==> src/rtl/mem_access_ctrl.sv <==
// Data-bus access controller: one outstanding transaction per pipeline load/store,
// with stall, load alignment/extension, bus-error, timeout and flush handling.
package defs_pkg;
    typedef enum logic [1:0] {
        BYTE = 2'd0,
        HALF = 2'd1,
        WORD = 2'd2
    } mem_width_e;
endpackage

module mem_access_ctrl
    import defs_pkg::*;
#(
    parameter int unsigned TIMEOUT_CYCLES = 256
) (
    input  logic        clk_i,
    input  logic        rst_ni,
    input  logic        mem_read_i,
    input  logic        mem_write_i,
    input  mem_width_e  mem_width_i,
    input  logic        mem_unsigned_i,
    input  logic [1:0]  mem_byte_idx_i,
    input  logic [31:0] mem_word_addr_i,
    input  logic [31:0] mem_write_data_i,
    input  logic [3:0]  mem_strobe_i,
    input  logic        mem_illegal_i,
    input  logic        flush_i,
    output logic        bus_valid_o,
    input  logic        bus_ready_i,
    output logic [31:0] bus_addr_o,
    output logic [31:0] bus_wdata_o,
    output logic [3:0]  bus_strb_o,
    output logic        bus_we_o,
    input  logic        bus_rvalid_i,
    input  logic [31:0] bus_rdata_i,
    input  logic        bus_err_i,
    output logic        stall_o,
    output logic        done_o,
    output logic        fault_o,
    output logic [31:0] load_data_o
);

    localparam logic [2:0] S_IDLE  = 3'd0;
    localparam logic [2:0] S_REQ   = 3'd1;
    localparam logic [2:0] S_WAIT  = 3'd2;
    localparam logic [2:0] S_DRAIN = 3'd3;
    localparam logic [2:0] S_DONE  = 3'd4;

    localparam int CNT_W = $clog2(TIMEOUT_CYCLES + 2);
    localparam logic [CNT_W-1:0] TO_LIM =
        (TIMEOUT_CYCLES == 0) ? '0 : CNT_W'(TIMEOUT_CYCLES - 1);

    logic [2:0]       state_q, state_d;
    logic [31:0]      addr_q, wdata_q, load_q, load_d, shifted, aligned;
    logic [3:0]       strb_q;
    logic             we_q, uns_q, pend_q, pend_d, fault_q;
    mem_width_e       width_q;
    logic [1:0]       idx_q;
    logic [CNT_W-1:0] cnt_q;
    logic             req, timeout, accept, to_done, to_fault;

    assign req     = mem_read_i | mem_write_i;
    assign timeout = (TIMEOUT_CYCLES != 0) && (cnt_q >= TO_LIM);

    // NOTE: every signal gets a default before the case so no latch is inferred.
    always_comb begin
        state_d  = state_q;
        pend_d   = pend_q;
        accept   = 1'b0;
        to_done  = 1'b0;
        to_fault = 1'b0;
        case (state_q)
            S_IDLE: begin
                // A response still owed by a timed-out access is drained before new work.
                if (pend_q) begin
                    pend_d = 1'b0;
                    if (!bus_rvalid_i) state_d = S_DRAIN;
                end else if (req && !flush_i) begin
                    if (mem_illegal_i) begin
                        state_d  = S_DONE;
                        to_done  = 1'b1;
                        to_fault = 1'b1;
                    end else begin
                        state_d = S_REQ;
                        accept  = 1'b1;
                    end
                end
            end
            S_REQ: begin
                if (flush_i)          state_d = bus_ready_i ? S_DRAIN : S_IDLE;
                else if (bus_ready_i) state_d = S_WAIT;
                else if (timeout) begin
                    state_d  = S_DONE;
                    to_done  = 1'b1;
                    to_fault = 1'b1;
                end
            end
            S_WAIT: begin
                if (flush_i) state_d = bus_rvalid_i ? S_IDLE : S_DRAIN;
                else if (bus_rvalid_i) begin
                    state_d  = S_DONE;
                    to_done  = 1'b1;
                    to_fault = bus_err_i;
                end else if (timeout) begin
                    state_d  = S_DONE;
                    to_done  = 1'b1;
                    to_fault = 1'b1;
                    pend_d   = 1'b1;
                end
            end
            S_DRAIN: if (bus_rvalid_i) state_d = S_IDLE;
            S_DONE:  state_d = S_IDLE;
            default: state_d = S_IDLE;
        endcase
    end

    always_comb begin
        shifted = bus_rdata_i >> {idx_q, 3'b000};
        case (width_q)
            BYTE:    aligned = {{24{~uns_q & shifted[7]}}, shifted[7:0]};
            HALF:    aligned = {{16{~uns_q & shifted[15]}}, shifted[15:0]};
            default: aligned = bus_rdata_i;
        endcase
        load_d = (to_done && !to_fault && !we_q) ? aligned : '0;
    end

    // NOTE: sequential state uses non-blocking assignments only.
    always_ff @(posedge clk_i or negedge rst_ni) begin
        if (!rst_ni) begin
            state_q <= S_IDLE;
            addr_q  <= '0;
            wdata_q <= '0;
            strb_q  <= '0;
            we_q    <= 1'b0;
            width_q <= BYTE;
            uns_q   <= 1'b0;
            idx_q   <= '0;
            cnt_q   <= '0;
            pend_q  <= 1'b0;
            fault_q <= 1'b0;
            load_q  <= '0;
        end else begin
            state_q <= state_d;
            pend_q  <= pend_d;
            fault_q <= to_fault;
            load_q  <= load_d;
            if (state_q == S_IDLE)                              cnt_q <= '0;
            else if (state_q == S_REQ || state_q == S_WAIT)     cnt_q <= cnt_q + 1'b1;
            if (accept) begin
                addr_q  <= mem_word_addr_i;
                wdata_q <= mem_write_data_i;
                strb_q  <= mem_write_i ? mem_strobe_i : 4'b0000;
                we_q    <= mem_write_i;
                width_q <= mem_width_i;
                uns_q   <= mem_unsigned_i;
                idx_q   <= mem_byte_idx_i;
            end
        end
    end

    // Reset gates the IDLE stall term so every output reads 0 while rst_ni is low.
    assign bus_valid_o = (state_q == S_REQ);
    assign bus_addr_o  = bus_valid_o ? addr_q  : '0;
    assign bus_wdata_o = bus_valid_o ? wdata_q : '0;
    assign bus_strb_o  = bus_valid_o ? strb_q  : '0;
    assign bus_we_o    = bus_valid_o & we_q;
    assign stall_o     = (state_q == S_REQ) || (state_q == S_WAIT) ||
                         ((state_q == S_IDLE) && req && !flush_i && rst_ni);
    assign done_o      = (state_q == S_DONE);
    assign fault_o     = done_o & fault_q;
    assign load_data_o = done_o ? load_q : '0;

endmodule

==> config.mk <==
export PLATFORM = sky130hd
export DESIGN_NAME = mem_access_ctrl
export DESIGN_NICKNAME = d
export VERILOG_FILES = /design/src/rtl/mem_access_ctrl.sv
export SDC_FILE = /design/constraint.sdc
export NUM_CORES = 1
export LEC_CHECK = 0
export CORE_MARGIN = 3
export CORE_UTILIZATION = 49
export CTS_BUF_LIST = sky130_fd_sc_hd__clkbuf_8
export DETAILED_ROUTE_END_ITERATION = 12
export GPL_TIMING_DRIVEN = 0
export PLACE_DENSITY = 0.95
export SKIP_LAST_GASP = 1
export SLEW_MARGIN = 20
export SYNTH_ARGS = -nofsm -noshare
export SYNTH_HDL_FRONTEND = slang
export SYNTH_SLANG_ARGS = --single-unit
==> constraint.sdc <==
create_clock -name clk_i -period 4.2 [get_ports clk_i]
set_input_delay 0.84 -clock clk_i [delete_from_list [all_inputs] [get_ports clk_i]]
set_output_delay 0.84 -clock clk_i [all_outputs]
set_load 0.01 [all_outputs]
* Yosys cells after proc, flatten, opt, wreduce, memory -nomap -nowiden
Cells that the tools add are included.
Word-level totals: register bits after elaboration 120, input bits 114, output and inout bits 105, logic and storage cells 91
Operators by class: $add $sub $neg 1, magnitude comparators 1, equal/unequal tests 11, shifts and indexed selects 1, multiplexer cells 42, bitwise operators 6, reduce and logical (&&, ||, !) cells 17
Operators by type and width (count):
- two-way mux 32 bit | 4
- case mux 32 bit (2 select lines) | 1
- right shift 32 x 5 -> 16 bit | 1
- two-way mux 3 bit | 10
- two-way mux 9 bit | 2
- two-way mux 1 bit | 17
- case mux 3 bit (4 select lines) | 1
- adder 9 x 1 -> 9 bit (second input constant) | 1
- >= comparator 9 x 8 -> 1 bit (second input constant) | 1
- two-way mux 4 bit | 2
- inequality test 2 bit (second input constant) | 4
- equality test 3 x 2 -> 1 bit (second input constant) | 2
- logical AND 1 bit | 6
- inequality test 3 bit (second input constant) | 2
- case mux 1 bit (3 select lines) | 2
- AND 1 bit | 4
- two-way mux 2 bit | 2
- AND reduction 4 bit | 1
- nonzero test 2 bit | 2
- equality test 3 x 1 -> 1 bit (second input constant) | 1
- equality test 3 bit (second input constant) | 1
- logical NOT 1 bit | 3
- logical NOT 3 bit | 1
- AND reduction 3 bit | 1
- other kinds (6) | 7

* Depth between registers and ports, before layout
depth after elaboration 9, mapped depth 8, mapped depth without buffers 8

* Worst setup path after synthesis
Ideal clock, no wire load.
path type register to output, from register state_q[1], to output bus_strb_o[0], arrival 1.646 ns, data required time 3.360 ns, slack 1.714 ns, stages on the path, launching flop included 5, buffers on the path 2, cells stage by stage dfrtp_1 clkbuf_1 nor3b_1 clkbuf_1 and2_1
Between the ends: word-level cells in the longest chain between the ends 2
RTL lines:
- from (decl) | line 53 | logic [2:0] state_q, state_d;
- from (signal assigned) | line 143 | state_q <= state_d;
- equality test 3 x 1 -> 1 bit | line 162 | assign bus_valid_o = (state_q == S_REQ);
- net bus_valid_o | line 28 | output logic bus_valid_o,
- two-way mux 4 bit | line 165 | assign bus_strb_o = bus_valid_o ? strb_q : '0;
- to (decl) | line 32 | output logic [3:0] bus_strb_o,
The timed path passes the listed nets, and every way through them passes these cells.

* Worst setup path after layout
from register state_q[1], to output bus_wdata_o[5]
Between the ends: word-level cells in the longest chain between the ends 2
RTL lines:
- equality test 3 x 1 -> 1 bit | line 162
- two-way mux 32 bit | line 164 | assign bus_wdata_o = bus_valid_o ? wdata_q : '0;
- to (decl) | line 31 | output logic [31:0] bus_wdata_o,
No other way between the ends.

==> impl_metrics.tcl <==
set metrics [dict create \
    status "finished, final reports clean" \
    overflow 0 \
    post_dp_cell_area_sq_um 8215 \
    power_leakage_nw 3.884 \
    routabilityCongestion 0.8820 \
    critical_path_arrival_ns 2.97 \
    comb_power_share 0.409 \
    cts_tree "yes" \
    num-fill-cells 763 \
    fp.dieW_um 115.0 \
    grt_pass1_vias 5451 \
    synth-edff-count 0 \
    cts_buffer_depth 2 \
    synth_area_per_cell_sq_um 11.26 \
    clk_pin_slew_ns 0.07 \
    power.total_mw 4.669 \
    synth-main-ff-cell "dfrtp_1" \
    diodes 0 \
    fin_ws_ns 0.3904 \
    p_per_area_nw_per_um2 542.9 \
    synth_top_area_share 0.5159 \
    tightest_slew_ns 0.8005 \
    syn_area_sq_um 5821 \
    slowest_stage "nor3b_2" \
    place_hpwl_um 14040 \
    cts_buffers 17 \
    io_pins 219 \
    fin_cells 911 \
    ys_top_cells_by_area "dfrtp_1 (52%), mux2_2 (14%), and2_1 (7.7%)" \
    syn_inst 517 \
    postSynth.asyncResetShare 1.000 \
    fin_tns_setup_ns 0 \
    grt_pass1_wl_um 28410 \
    pre_cts_slack_ns 0.8384 \
    synth.most_common_cell "dfrtp_1" \
    nNetsFinal 871 \
    p_sw_mw 1.579 \
    row_count 39 \
    skew_ns 0.01240 \
    start_kind "flip-flop" \
    critical_path.max_stage_delay_ns 0.73 \
    clock-root-buffer "clkbuf_8" \
    core_sq_um 11520 \
    vias 5045 \
    clkPwrFrac 0.216 \
    remaining_drc_errors 0 \
    maxSlewViolCount 0 \
    syn_nets 633 \
    ctsResizeCount 0 \
    cp_max_fo 10 \
    final_util 0.7468 \
    fin_crit_sh 0.9070 \
    port_buffers 218 \
    fmaxAchievable_mhz 262.5 \
    yosysSeqAreaShare 0.5159 \
    worst_ep_required_time_ns 3.36 \
    clock-sinks 120 \
    routed_via_density 5.538 \
    crit_start "state_q[1]" \
    drt_wl_total_um 18370 \
    seqPwrFrac 0.374 \
    antenna_found_initial 0 \
    sw_frac_of_total 0.3381 \
    hold_path_class "primary input to asynchronous set/reset pin" \
    grt_max_degree 85 \
    path_cells "clkbuf_1 -> nor3b_2 -> clkbuf_1 -> and2_1 -> clkdlybuf4s50_1" \
    yosys_warnings 0 \
    finalHoldViolations 0 \
    period_needed_ns 3.810 \
    drv_cap 0 \
    r2r_start "state_q[0]" \
    grt_usage 0.2812 \
    yosysTopAreaCell "dfrtp_1" \
    crit_type "flip-flop to output pin" \
    clk_latency_ns 0.45 \
    die_h_um 115.0 \
    finalSetupViolCount 0 \
    htreeDepth 4 \
    drt_iter0_drc 335 \
    area_delta_synth_final_pct 47.76 \
    post-cts-setup-buffer-count 0 \
    rsz0062_at_grt "false" \
    netlist_top_cells_count "dfrtp_1 (120), mux2_2 (73), and2_1 (72)" \
    relSlewSlack 0.4640 \
    crit_top_cell "clkbuf_1" \
    whs_ns 0.2839 \
    dp_cells 879 \
    vdd_ir_drop_max_mv 0.3985 \
    first_pass_iters 7 \
    start_util 0.5054 \
    final_area_sq_um 8601 \
    synth_seq_cells 120 \
    die-area_sq_um 13220 \
    p_int_mw 3.090 \
    holdBufCountCts 0 \
    final_antenna_net_count 0 \
    wl_per_cell_um 20.17 \
    critPathCaptureType "output pin" \
    layout-drive-gt1-share 0.1589 \
    synth.distinct_cells 47 \
]
## flip-flops by register name, indices dropped and copies added, names as in the netlist
register  count
addr_q       32
cnt_q         9
fault_q       1
idx_q         2
load_q       32
pend_q        1
state_q       3
strb_q        4
uns_q         1
wdata_q      32
we_q          1
width_q       2
## area by class of cell
class | count | area (sq um) | share of cell area
clock inverters | 12 | 110.1 | 0.01280
repair buffers | 219 | 2211 | 0.2571
clock buffers | 20 | 275.3 | 0.03200
multi-input cells | 359 | 2654 | 0.3086
plain buffers | 36 | 161.4 | 0.01877
flip-flops and latches | 120 | 3003 | 0.3491
well taps | 143 | 178.9 | 0.02080
inverters | 2 | 7.507 | 0.0008729
## cells in the final DEF (no fill, tap or decap), drive strengths merged, types with 17 or more instances in the layout
cell type / n
clkbuf: 42
and2: 73
mux2: 73
nand2: 26
nor2: 26
dfrtp: 120
a21o: 17
and3: 34
clkdlybuf4s50: 217
## kinds of logic after synthesis
kind of cell	count (synthesis)	share of synthesized area
flops	120	0.5159
fa+ha+maj	2	0.004299
compound gates	79	0.1017
mux	82	0.1567
buf+inv	38	0.02902
simple gates	192	0.1864
xor+xnor	4	0.006020
## power groups by stage
stage / sequential [mW] / combinational [mW] / clock (mW)
2_1_floorplan: 1.67 / 1.06 / 0
3_3_place_gp: 1.72 / 1.81 / 0
3_5_place_dp: 1.76 / 1.89 / 0
4_1_cts: 1.74 / 1.91 / 1.02
5_1_grt: 1.79 / 2.05 / 1.08
6_report: 1.75 / 1.91 / 1.01
## critical path, delay by kind of cell, from the launching register on
kind	cells	cell delay, ns
AND/OR/NAND/NOR	2	0.94
buffers and inverters	3	1.16
flip-flops	1	0.41
## metal layers
metal | wire length (um) | track usage
met1 | 6767 | 0.3246
met2 | 9701 | 0.4850
met3 | 1144 | 0.07421
met4 | 757 | 0.1362
met5 | 0 | 0
## worst paths after layout
path | to | slack [ns] | cells after the start
worst max-delay path | bus_wdata_o[5] | 0.39 | 5
worst min-delay path | wdata_q[16] | 0.28 | 1
worst max register to register | load_q[24] | 1.97 | 5
worst min register to register | strb_q[1] | 0.48 | 2
max in group asynchronous | load_q[29] | 3.20 | 2
min in group clk_i | strb_q[1] | 0.48 | 2
Power figures use the tool's default switching activity.
